## config.mk

```make
export PLATFORM = sky130hd
export DESIGN_NAME = sdp_inv_pipe_flat
export DESIGN_NICKNAME = d
export VERILOG_FILES = /design/src/rtl/sdp_inv_pipe_if.sv /design/src/rtl/sdp_inv_pipe.sv /design/src/flat_wrapper.sv
export SDC_FILE = /design/constraint.sdc
export NUM_CORES = 1
export LEC_CHECK = 0
export ABC_AREA = 0
export ABC_CLOCK_PERIOD_IN_PS = 3050
export BUFFER_PORTS_ARGS = -buffer_cell sky130_fd_sc_hd__buf_2
export CELL_PAD_IN_SITES_DETAIL_PLACEMENT = 1
export CELL_PAD_IN_SITES_GLOBAL_PLACEMENT = 2
export CORE_MARGIN = 2
export CORE_UTILIZATION = 37
export DETAILED_ROUTE_END_ITERATION = 8
export GPL_TIMING_DRIVEN = 0
export PLACE_DENSITY_LB_ADDON = 0.1
export SLEW_MARGIN = 10
export SYNTH_ARGS = -nofsm -noshare
export SYNTH_HDL_FRONTEND = slang
export SYNTH_SLANG_ARGS = --single-unit
```

## constraint.sdc

```tcl
create_clock -name clk -period 3.05 [get_ports clk]
set_input_delay 0.305 -clock clk [delete_from_list [all_inputs] [get_ports clk]]
set_output_delay 0.305 -clock clk [all_outputs]
set_load 0.02 [all_outputs]
```

## src/rtl/sdp_inv_pipe_if.sv

```systemverilog
// +----------------------------------------------------------------------------+
// | Module : sdp_inv_pipe_if                                                   |
// | Brief  : Handshake/data bundle for sdp_inv_pipe (SDP_INV_CHECK_EN adds     |
// |          the a_ref/mismatch/mis_cnt self-check signals).                   |
// | Rev    : 1.0                                                               |
// +----------------------------------------------------------------------------+
`default_nettype none

interface sdp_inv_pipe_if #(
  parameter int WIDTH     = 8,
  parameter int CNT_WIDTH = 16
);
  logic                 in_valid;
  logic                 in_ready;
  logic                 ctl_1;
  logic                 ctl_2;
  logic [WIDTH-1:0]     n;
  logic [WIDTH-1:0]     b;
  logic [WIDTH-1:0]     c;
  logic                 out_valid;
  logic                 out_ready;
  logic [WIDTH-1:0]     a_out;
  logic [CNT_WIDTH-1:0] done_cnt;
`ifdef SDP_INV_CHECK_EN
  logic [WIDTH-1:0]     a_ref;
  logic                 mismatch;
  logic [CNT_WIDTH-1:0] mis_cnt;

  modport master (
    output in_valid, ctl_1, ctl_2, n, b, c, out_ready, a_ref,
    input  in_ready, out_valid, a_out, done_cnt, mismatch, mis_cnt
  );
  modport slave (
    input  in_valid, ctl_1, ctl_2, n, b, c, out_ready, a_ref,
    output in_ready, out_valid, a_out, done_cnt, mismatch, mis_cnt
  );
`else
  modport master (
    output in_valid, ctl_1, ctl_2, n, b, c, out_ready,
    input  in_ready, out_valid, a_out, done_cnt
  );
  modport slave (
    input  in_valid, ctl_1, ctl_2, n, b, c, out_ready,
    output in_ready, out_valid, a_out, done_cnt
  );
`endif
endinterface

`default_nettype wire

```

## src/rtl/sdp_inv_pipe.sv

```systemverilog
// +----------------------------------------------------------------------------+
// | Module : sdp_inv_pipe                                                      |
// | Brief  : 3-stage inverse of the add/sub datapath, recovers a from n.       |
// |          Optional self-check via macro SDP_INV_CHECK_EN.                   |
// | Rev    : 1.0                                                               |
// +----------------------------------------------------------------------------+
`default_nettype none

module sdp_inv_pipe #(
  parameter int WIDTH     = 8,
  parameter int CNT_WIDTH = 16
) (
  input  logic          clk,
  input  logic          reset_n,
  sdp_inv_pipe_if.slave bus
);

  localparam logic [CNT_WIDTH-1:0] CNT_ONE = {{(CNT_WIDTH-1){1'b0}}, 1'b1};

  logic                 s1_valid_q, s1_valid_d, s1_ctl1_q, s1_ctl1_d, s1_ctl2_q, s1_ctl2_d;
  logic [WIDTH-1:0]     s1_n_q, s1_n_d, s1_b_q, s1_b_d, s1_c_q, s1_c_d;
  logic                 s2_valid_q, s2_valid_d, s2_ctl1_q, s2_ctl1_d;
  logic [WIDTH-1:0]     s2_m_q, s2_m_d, s2_b_q, s2_b_d;
  logic                 s3_valid_q, s3_valid_d;
  logic [WIDTH-1:0]     s3_a_q, s3_a_d;
  logic [CNT_WIDTH-1:0] done_cnt_q, done_cnt_d;

  logic             s1_rdy, s2_rdy, s3_rdy, out_fire;
  logic [WIDTH-1:0] m_calc, a_calc;

  // Ready ripples back combinationally so a draining output frees the whole chain.
  assign s3_rdy   = !s3_valid_q || bus.out_ready;
  assign s2_rdy   = !s2_valid_q || s3_rdy;
  assign s1_rdy   = !s1_valid_q || s2_rdy;
  assign out_fire = s3_valid_q && bus.out_ready;

  assign m_calc = s1_ctl2_q ? (s1_n_q - s1_c_q) : (s1_n_q + s1_c_q);
  assign a_calc = s2_ctl1_q ? (s2_m_q - s2_b_q) : (s2_m_q + s2_b_q);

  always_comb begin
    s1_valid_d = s1_valid_q;
    s1_ctl1_d  = s1_ctl1_q;
    s1_ctl2_d  = s1_ctl2_q;
    s1_n_d     = s1_n_q;
    s1_b_d     = s1_b_q;
    s1_c_d     = s1_c_q;
    s2_valid_d = s2_valid_q;
    s2_ctl1_d  = s2_ctl1_q;
    s2_m_d     = s2_m_q;
    s2_b_d     = s2_b_q;
    s3_valid_d = s3_valid_q;
    s3_a_d     = s3_a_q;
    done_cnt_d = done_cnt_q;
    if (s1_rdy) begin
      s1_valid_d = bus.in_valid;
      if (bus.in_valid) begin
        s1_ctl1_d = bus.ctl_1;
        s1_ctl2_d = bus.ctl_2;
        s1_n_d    = bus.n;
        s1_b_d    = bus.b;
        s1_c_d    = bus.c;
      end
    end
    if (s2_rdy) begin
      s2_valid_d = s1_valid_q;
      if (s1_valid_q) begin
        s2_ctl1_d = s1_ctl1_q;
        s2_m_d    = m_calc;
        s2_b_d    = s1_b_q;
      end
    end
    if (s3_rdy) begin
      s3_valid_d = s2_valid_q;
      if (s2_valid_q) begin
        s3_a_d = a_calc;
      end
    end
    if (out_fire) begin
      done_cnt_d = done_cnt_q + CNT_ONE;
    end
  end

  always_ff @(posedge clk or negedge reset_n) begin
    if (!reset_n) begin
      s1_valid_q <= 1'b0;
      s1_ctl1_q  <= 1'b0;
      s1_ctl2_q  <= 1'b0;
      s1_n_q     <= '0;
      s1_b_q     <= '0;
      s1_c_q     <= '0;
      s2_valid_q <= 1'b0;
      s2_ctl1_q  <= 1'b0;
      s2_m_q     <= '0;
      s2_b_q     <= '0;
      s3_valid_q <= 1'b0;
      s3_a_q     <= '0;
      done_cnt_q <= '0;
    end else begin
      s1_valid_q <= s1_valid_d;
      s1_ctl1_q  <= s1_ctl1_d;
      s1_ctl2_q  <= s1_ctl2_d;
      s1_n_q     <= s1_n_d;
      s1_b_q     <= s1_b_d;
      s1_c_q     <= s1_c_d;
      s2_valid_q <= s2_valid_d;
      s2_ctl1_q  <= s2_ctl1_d;
      s2_m_q     <= s2_m_d;
      s2_b_q     <= s2_b_d;
      s3_valid_q <= s3_valid_d;
      s3_a_q     <= s3_a_d;
      done_cnt_q <= done_cnt_d;
    end
  end

  assign bus.in_ready  = s1_rdy;
  assign bus.out_valid = s3_valid_q;
  assign bus.a_out     = s3_a_q;
  assign bus.done_cnt  = done_cnt_q;

`ifdef SDP_INV_CHECK_EN
  logic [WIDTH-1:0]     s1_ref_q, s1_ref_d, s2_ref_q, s2_ref_d, s3_ref_q, s3_ref_d;
  logic                 mismatch_q, mismatch_d;
  logic [CNT_WIDTH-1:0] mis_cnt_q, mis_cnt_d;

  // Reference value travels with its transaction, using the same stage enables.
  always_comb begin
    s1_ref_d   = s1_ref_q;
    s2_ref_d   = s2_ref_q;
    s3_ref_d   = s3_ref_q;
    mismatch_d = mismatch_q;
    mis_cnt_d  = mis_cnt_q;
    if (s1_rdy && bus.in_valid) s1_ref_d = bus.a_ref;
    if (s2_rdy && s1_valid_q)   s2_ref_d = s1_ref_q;
    if (s3_rdy && s2_valid_q)   s3_ref_d = s2_ref_q;
    if (out_fire && (s3_a_q != s3_ref_q)) begin
      mismatch_d = 1'b1;
      if (mis_cnt_q != '1) mis_cnt_d = mis_cnt_q + CNT_ONE;
    end
  end

  always_ff @(posedge clk or negedge reset_n) begin
    if (!reset_n) begin
      s1_ref_q   <= '0;
      s2_ref_q   <= '0;
      s3_ref_q   <= '0;
      mismatch_q <= 1'b0;
      mis_cnt_q  <= '0;
    end else begin
      s1_ref_q   <= s1_ref_d;
      s2_ref_q   <= s2_ref_d;
      s3_ref_q   <= s3_ref_d;
      mismatch_q <= mismatch_d;
      mis_cnt_q  <= mis_cnt_d;
    end
  end

  assign bus.mismatch = mismatch_q;
  assign bus.mis_cnt  = mis_cnt_q;
`endif

endmodule

`default_nettype wire

```

## src/flat_wrapper.sv

```systemverilog
// flat-port wrapper written by rule: the top's interface ports become plain ports
module sdp_inv_pipe_flat 
#(
  parameter int WIDTH     = 8,
  parameter int CNT_WIDTH = 16
)
  (clk, reset_n, bus_in_valid, bus_ctl_1, bus_ctl_2, bus_n, bus_b, bus_c, bus_out_ready, bus_in_ready, bus_out_valid, bus_a_out, bus_done_cnt);
  sdp_inv_pipe_if #(.WIDTH(WIDTH), .CNT_WIDTH(CNT_WIDTH)) bus_i ();
  input  logic clk;
  input  logic reset_n;
  input wire logic [$bits(bus_i.in_valid)-1:0] bus_in_valid;
  input wire logic [$bits(bus_i.ctl_1)-1:0] bus_ctl_1;
  input wire logic [$bits(bus_i.ctl_2)-1:0] bus_ctl_2;
  input wire logic [$bits(bus_i.n)-1:0] bus_n;
  input wire logic [$bits(bus_i.b)-1:0] bus_b;
  input wire logic [$bits(bus_i.c)-1:0] bus_c;
  input wire logic [$bits(bus_i.out_ready)-1:0] bus_out_ready;
  output wire logic [$bits(bus_i.in_ready)-1:0] bus_in_ready;
  output wire logic [$bits(bus_i.out_valid)-1:0] bus_out_valid;
  output wire logic [$bits(bus_i.a_out)-1:0] bus_a_out;
  output wire logic [$bits(bus_i.done_cnt)-1:0] bus_done_cnt;
  assign bus_i.in_valid = bus_in_valid;
  assign bus_i.ctl_1 = bus_ctl_1;
  assign bus_i.ctl_2 = bus_ctl_2;
  assign bus_i.n = bus_n;
  assign bus_i.b = bus_b;
  assign bus_i.c = bus_c;
  assign bus_i.out_ready = bus_out_ready;
  assign bus_in_ready = bus_i.in_ready;
  assign bus_out_valid = bus_i.out_valid;
  assign bus_a_out = bus_i.a_out;
  assign bus_done_cnt = bus_i.done_cnt;
  sdp_inv_pipe #(.WIDTH(WIDTH), .CNT_WIDTH(CNT_WIDTH)) u_core (.clk(clk), .reset_n(reset_n), .bus(bus_i));
endmodule
```

==> results.py, run 1 <==
metrics = {
    "yosys": {
        "synthesis.nets": 352,
        "syn_inst": 303,
        "mappedNetlistArea_um2": 3540,
        "syn_area_per_cell_um2": 11.7,
        "async_flop_share_pct": 100,
        "synth_cell_type_count": 41,
        "synth_warnings": 0,
        "synth_edf_count": 0,
        "synth-seq-cells": 70,
        "ys.flop_type": "dfrtp_1",
        "ys_seq_area_share_pct": 49.4,
    },
    "clocking": {
        "cts_buffers": 9,
        "cts_root_buffer": "clkbuf_8",
        "cts_sinks": 70,
        "clk_latency_ns": 0.34,
        "cts_max_level": 3,
        "cts.clk_slew.worst_paths_ns": 0.07,
        "cts_tree": "done",
        "ctsLongestPathBuffers": 2,
    },
    "global_routing": {
        "met3_usage_pct": 3.28,
        "grt_pass1_vias": 2495,
        "grt_max_degree": 42,
        "antenna_found_initial": 0,
        "grt_pass1_wl_um": 12000,
        "met1_usage_pct": 20.0,
        "track_usage_pct": 14.9,
        "met2_usage_pct": 23.7,
        "grt_overflow_total": 0,
        "top_usage_layer": "met2",
    },
    "routing": {
        "wl_per_cell_um": 14.0,
        "via_per_inst": 4.80,
        "drt_iter0_markers": 48,
        "drt_wl_total_um": 7040,
        "drt-pass1-iter-count": 4,
        "drcViolationCount": 0,
        "ant_nets": 0,
        "routed-via-count": 2421,
    },
    "floorplan": {
        "io_pins": 56,
        "chipWidth_um": 102,
        "initial_core_util_pct": 38.2,
        "fp.dieH_um": 102,
        "rows": 35,
        "core_area_um2": 9280,
        "die_area_um2": 10400,
    },
    "final_layout": {
        "fillers": 1061,
        "multi_input_area_um2": 1700,
        "final_cells": 504,
        "antennaDiodeCount": 0,
        "layout.area.seq_um2": 1750,
        "drive_gt1_share_pct": 32.5,
        "layout_commonest_cell": "dfrtp_1",
        "fin_nets": 420,
        "area_delta_synth_final_pct": 19.2,
        "layout_common_cells": "dfrtp_1, buf_2, mux2_2",
    },
    "pwr": {
        "p_switching_mw": 1.37,
        "power_density_nw_per_um2": 887,
        "sw_frac_of_total_pct": 36.5,
        "p_comb_share_pct": 42.0,
        "seq_power_share_pct": 36.3,
        "static-leakage-power_nw": 1.96,
        "internal-power_mw": 2.38,
        "peakVddDrop_uv": 273,
        "pwr-share-clk_pct": 21.7,
    },
    "flow_run": {
        "cap_violations": 0,
    },
    "timing": {
        "period_minus_slack_ns": 2.38,
        "grt_setup_unrepaired": "no",
        "fmax_ghz": 0.420,
        "finalHoldViolations": 0,
        "setup_slack_ns": 0.666,
        "setup-violations-final": 0,
        "skew_ns": 0.00561,
        "slew_violations": 0,
        "finalSetupTns_ns": 0,
        "period_share_pct": 78.2,
        "relSlewSlack_pct": 72.7,
        "worst_pin_slew_ns": 0.410,
    },
    "outcome": {
        "status": "complete, no violations",
    },
    "worst_setup_path": {
        "worstSetupStartpoint": "u_core.s2_b_q[0]",
        "criticalPathCategory": "reg -> reg",
        "r2r_start": "u_core.s2_b_q[0]",
        "end_kind": "flop",
        "critPathArrivalTime_ns": 2.66,
        "worstPathRequired_ns": 3.33,
        "cp_max_fo": 4,
        "cp-start-kind": "flop",
    },
    "placed_design": {
        "gp_congestion": 0.698,
        "port_buffers": 55,
        "hpwl_um": 5390,
        "dpl.cell_count": 488,
        "place_ws_ns": 0.644,
    },
    "worst_hold_path": {
        "hold_path_class": "in -> reg",
        "min_from": "bus_in_valid",
    },
}
## critical path, stage by stage, from the launching register on
cell     delay [ns]
dfrtp_1        0.43
inv_1          0.06
ha_1           0.29
mux2i_1        0.30
fa_1           0.30
a21o_1         0.16
a21o_4         0.13
a21oi_2        0.06
or4b_1         0.51
nand3_1        0.08
## worst paths after layout
check | endpoint | cells past startpoint | slack [ns]
min in group asynchronous | u_core.bus.a_out[3] | 2 | 0.44
worst min-delay path | u_core.s1_valid_q | 2 | 0.18
worst max register to register | u_core.bus.a_out[6] | 9 | 0.67
worst min register to register | u_core.bus.a_out[5] | 2 | 0.48
worst max-delay path | u_core.bus.a_out[6] | 9 | 0.67
max in group asynchronous | u_core.s1_c_q[6] | 3 | 2.07
## kinds of logic after synthesis
group,count (synthesis),share of synthesized area (%)
AOI/OAI and AO/OA,40,7.24
and+or+nand+nor,72,11.2
DFF,70,49.4
muxes,40,12.6
adders and majority gates,19,7.13
xor gates and xnor gates,39,9.64
buffers and inverters,23,2.72
## synthesized netlist by cell type, types with 4 or more instances
master | instances | area [um2]
o21ai_0 | 11 | 55.1
dfrtp_1 | 70 | 1750
nand2_1 | 20 | 75.1
a21o_1 | 7 | 52.6
nor2_1 | 9 | 33.8
clkbuf_1 | 4 | 15.0
xnor2_1 | 34 | 298
a31oi_1 | 8 | 50.1
inv_1 | 15 | 56.3
nand3_1 | 10 | 50.1
ha_1 | 17 | 213
nand2b_1 | 4 | 25.0
mux2_2 | 38 | 428
xor2_1 | 5 | 43.8
a21oi_1 | 7 | 35.0
## power groups by stage
stage | combinational (mW) | sequential, mW | clock [mW]
2_1_floorplan | 1.11 | 1.45 | 0
3_3_place_gp | 1.56 | 1.37 | 0
3_5_place_dp | 1.60 | 1.38 | 0
4_1_cts | 1.61 | 1.37 | 0.840
5_1_grt | 1.78 | 1.40 | 0.887
6_report | 1.57 | 1.36 | 0.814
## flip-flops by register name, summed over array words and instances (netlist names)
name and count:
u_core.bus.out_valid 1, u_core.bus.done_cnt 16, u_core.s2_ctl1_q 1, u_core.s2_m_q 8, u_core.bus.a_out 8, u_core.s1_b_q 8, u_core.s1_ctl2_q 1, u_core.s1_n_q 8
u_core.s2_b_q 8, u_core.s1_c_q 8, u_core.s1_valid_q 1, u_core.s2_valid_q 1, u_core.s1_ctl1_q 1
## final cells by class
| type | instances | area share [%] |
|---|---|---|
| Multi-Input combinational cell | 210 | 40.2 |
| Clock buffer | 9 | 2.93 |
| Inverter | 15 | 1.33 |
| Buffer | 8 | 0.948 |
| Tap cell | 129 | 3.82 |
| Sequential cell | 70 | 41.5 |
| Clock inverter | 6 | 2.04 |
| Timing Repair Buffer | 57 | 7.29 |
## repair_timing
item | in CTS | in global routing
endpoints found under the setup margin | 0 | 0
gates resized for setup | 0 | 0
endpoints found under the hold margin | 29 | 0
hold buffers | 1 | 0
setup buffers | 0 | 0
## layer usage
metal	vias to the layer above	share of wire, %
li1	1193	-
met1	1179	48
met2	39	48
met3	10	3.1
met4	0	1.8
met5	-	0
## metrics by stage
step	util [%]	instance area, um2	hold slack [ns]	total power, mW
after floorplan	-	3540	0.00941	2.56
after global placement	42.9	3980	0.459	2.93
after detailed placement	43.1	4000	0.270	2.99
after CTS	45.5	4220	0.157	3.82
after global routing	45.5	4220	0.168	4.06
final	45.5	4220	0.177	3.75
Note: power is estimated with default switching activity, not from simulation.
==> run 2, diff against run 1 <==
- ABC_CLOCK_PERIOD_IN_PS: 3050 -> 2000
- CORE_UTILIZATION: 37 -> 34
- clock period: 3.05 -> 2 ns (I/O delays scaled with it)
==> run 2 against run 1 <==
  * The flow now finishes with violations (setup timing)
  * Clock-buffer cell count up 1
  * Die area increased by 8.5%
  * Clock skew grew 0.0069 ns
  * Wire length rose by 12%
  * Register-to-register slack lost 0.83 ns
  * Worst setup slack worse by 0.83 ns
  * Total power increased by 77%
  * Cell count grew 6.5%
  * First-iteration DRC count up 13%
  * Critical endpoint is now u_core.s2_m_q[6]
==> results.py, run 2 (same netlist as run 1, synthesis figures left out) <==
metrics = {
    "floorplan": {
        "fp.dieH_um": 106,
        "io_pins": 56,
        "chipWidth_um": 106,
        "rows": 37,
        "core_area_um2": 10200,
        "initial_core_util_pct": 34.6,
        "die_area_um2": 11300,
    },
    "placed_design": {
        "hpwl_um": 5610,
        "gp_congestion": 0.729,
        "dpl.cell_count": 495,
        "port_buffers": 55,
        "placed_area_um2": 4030,
        "place_ws_ns": -0.315,
    },
    "worst_setup_path": {
        "cp-start-kind": "flop",
        "cpPeakStageDelay_ns": 0.46,
        "cp_max_fo": 4,
        "crit_chain": "nor3_4 > nor2_1 > xnor2_1 > ha_2 > a21o_1 > a21oi_2 > or4b_1 > nand3_1",
        "criticalPathCategory": "reg -> reg",
        "critPathArrivalTime_ns": 2.44,
        "worstPathRequired_ns": 2.28,
        "end_kind": "flop",
        "crit_path_top_delay_cell": "or4b_1",
    },
    "clocking": {
        "cts_root_buffer": "clkbuf_8",
        "cts_max_level": 3,
        "ctsLongestPathBuffers": 2,
        "cts_sinks": 70,
        "cts.clk_slew.worst_paths_ns": 0.08,
        "cts_tree": "done",
        "cts_buffers": 9,
        "clk_latency_ns": 0.35,
    },
    "pwr": {
        "seq_power_share_pct": 32.5,
        "p_comb_share_pct": 50.4,
        "internal-power_mw": 4.20,
        "pwr-share-clk_pct": 17.1,
        "p_switching_mw": 2.44,
        "sw_frac_of_total_pct": 36.7,
        "static-leakage-power_nw": 2.14,
        "peakVddDrop_uv": 487,
        "power_density_nw_per_um2": 1400,
    },
    "routing": {
        "drt_wl_total_um": 7860,
        "routed-via-count": 2570,
        "via_per_inst": 4.79,
        "drcViolationCount": 0,
        "drt-pass1-iter-count": 4,
        "drt_iter0_markers": 54,
        "wl_per_cell_um": 14.6,
        "ant_nets": 0,
    },
    "final_layout": {
        "final_util_pct": 46.3,
        "multi_input_area_um2": 2010,
        "largest_reg_flops": 16,
        "final_cells": 537,
        "drive_gt1_share_pct": 50.6,
        "fin_nets": 447,
        "layout_common_cells": "dfrtp_1, buf_2, mux2_2",
        "layout.area.seq_um2": 1760,
        "final_area_um2": 4740,
        "antennaDiodeCount": 0,
        "fillers": 1125,
        "area_delta_synth_final_pct": 33.8,
        "layout_commonest_cell": "dfrtp_1",
    },
    "global_routing": {
        "grt_pass1_vias": 2601,
        "grt_pass1_wl_um": 13100,
        "grt_overflow_total": 0,
        "antenna_found_initial": 0,
        "grt_max_degree": 39,
        "track_usage_pct": 15.0,
    },
    "timing": {
        "period_minus_slack_ns": 2.16,
        "finalSetupTns_ns": -0.580,
        "slew_violations": 0,
        "setup_slack_ns": -0.161,
        "period_share_pct": 108,
        "relSlewSlack_pct": 70.3,
        "fmax_ghz": 0.463,
        "setup-violations-final": 6,
        "worst_pin_slew_ns": 0.446,
        "skew_ns": 0.0125,
        "finalHoldViolations": 0,
        "grt_setup_unrepaired": "yes",
    },
    "outcome": {
        "status": "complete, but fails checks",
        "violations": "setup timing",
    },
    "worst_hold_path": {
        "hold_path_class": "in -> reg",
    },
    "flow_run": {
        "cap_violations": 0,
    },
}
## run 2: cell count changes in the layout (fill, tap and decap cells not counted), sizes merged
cell,change
buf,+29
bufinv,-1
clkbuf,-1
clkinv,+1
clkinvlp,-1
inv,-1
## run 2: final cells by class
type                    count  share of cell area (%)
plain buffers               6                   0.686
clock buffers              10                    2.90
clock inverters             4                    1.03
inverters                  15                    1.19
multi-input cells         210                    42.3
flip-flops and latches     70                    37.2
well taps                 136                    3.59
repair buffers             86                    11.2
## run 2: worst paths after layout
check / endpoint / start / slack [ns] / cells past startpoint
setup / recovery: u_core.s2_m_q[6] / u_core.s1_c_q[1] / -0.16 / 8
hold / removal: u_core.s1_valid_q / bus_in_valid / 0.07 / 2
setup reg to reg: u_core.s2_m_q[6] / u_core.s1_c_q[1] / -0.16 / 8
hold reg to reg: u_core.bus.a_out[2] / u_core.bus.a_out[2] / 0.47 / 2
max in group asynchronous: u_core.s1_c_q[1] / reset_n / 1.09 / 3
min in group asynchronous: u_core.bus.a_out[2] / reset_n / 0.33 / 2
## run 2: power by group through the flow
| stage | sequential [mW] | combinational (mW) | clock (mW) |
|---|---|---|---|
| final | 2.15 | 3.35 | 1.13 |
| after global routing | 2.21 | 3.69 | 1.25 |
| after CTS | 2.13 | 3.05 | 1.17 |
| after detailed placement | 2.11 | 2.50 | 0 |
| after global placement | 2.09 | 2.44 | 0 |
| after floorplan | 2.21 | 1.73 | 0 |
## run 2: through the flow
step | total power [mW] | hold slack (ns)
after floorplan | 3.94 | -0.0956
after global placement | 4.53 | 0.416
after detailed placement | 4.61 | 0.179
after CTS | 6.35 | 0.0478
after global routing | 7.15 | 0.0604
final | 6.63 | 0.0706
## run 2: what timing repair did
item / in CTS / in global routing
buffers inserted: 25 / 4
resized for setup: 30 / 32
cloned: 0 / 0
hold buffers: 1 / 0
endpoints found under the hold margin: 32 / 0
setup endpoints to repair: 9 / 10
pin swaps: 30 / 17
## run 2: routing by layer
| layer | share of wire [%] | GRT usage, % | up-vias | wire length (um) |
|---|---|---|---|---|
| met5 | 0 | 0 | - | 0 |
| met4 | 1.7 | 6.48 | 0 | 134 |
| met3 | 3.4 | 3.86 | 8 | 271 |
| met2 | 49 | 24.4 | 35 | 3870 |
| met1 | 46 | 18.9 | 1280 | 3580 |
| li1 | - | - | 1247 | - |
## run 2: worst max-delay path, delay by kind of cell, from the launching register on
family	cells	cell delay, ns
AND/OR/NAND/NOR	4	0.88
adder cells (fa/ha/maj)	1	0.39
XOR/XNOR	1	0.13
AO/OA/AOI/OAI	2	0.24
flip-flops	1	0.45
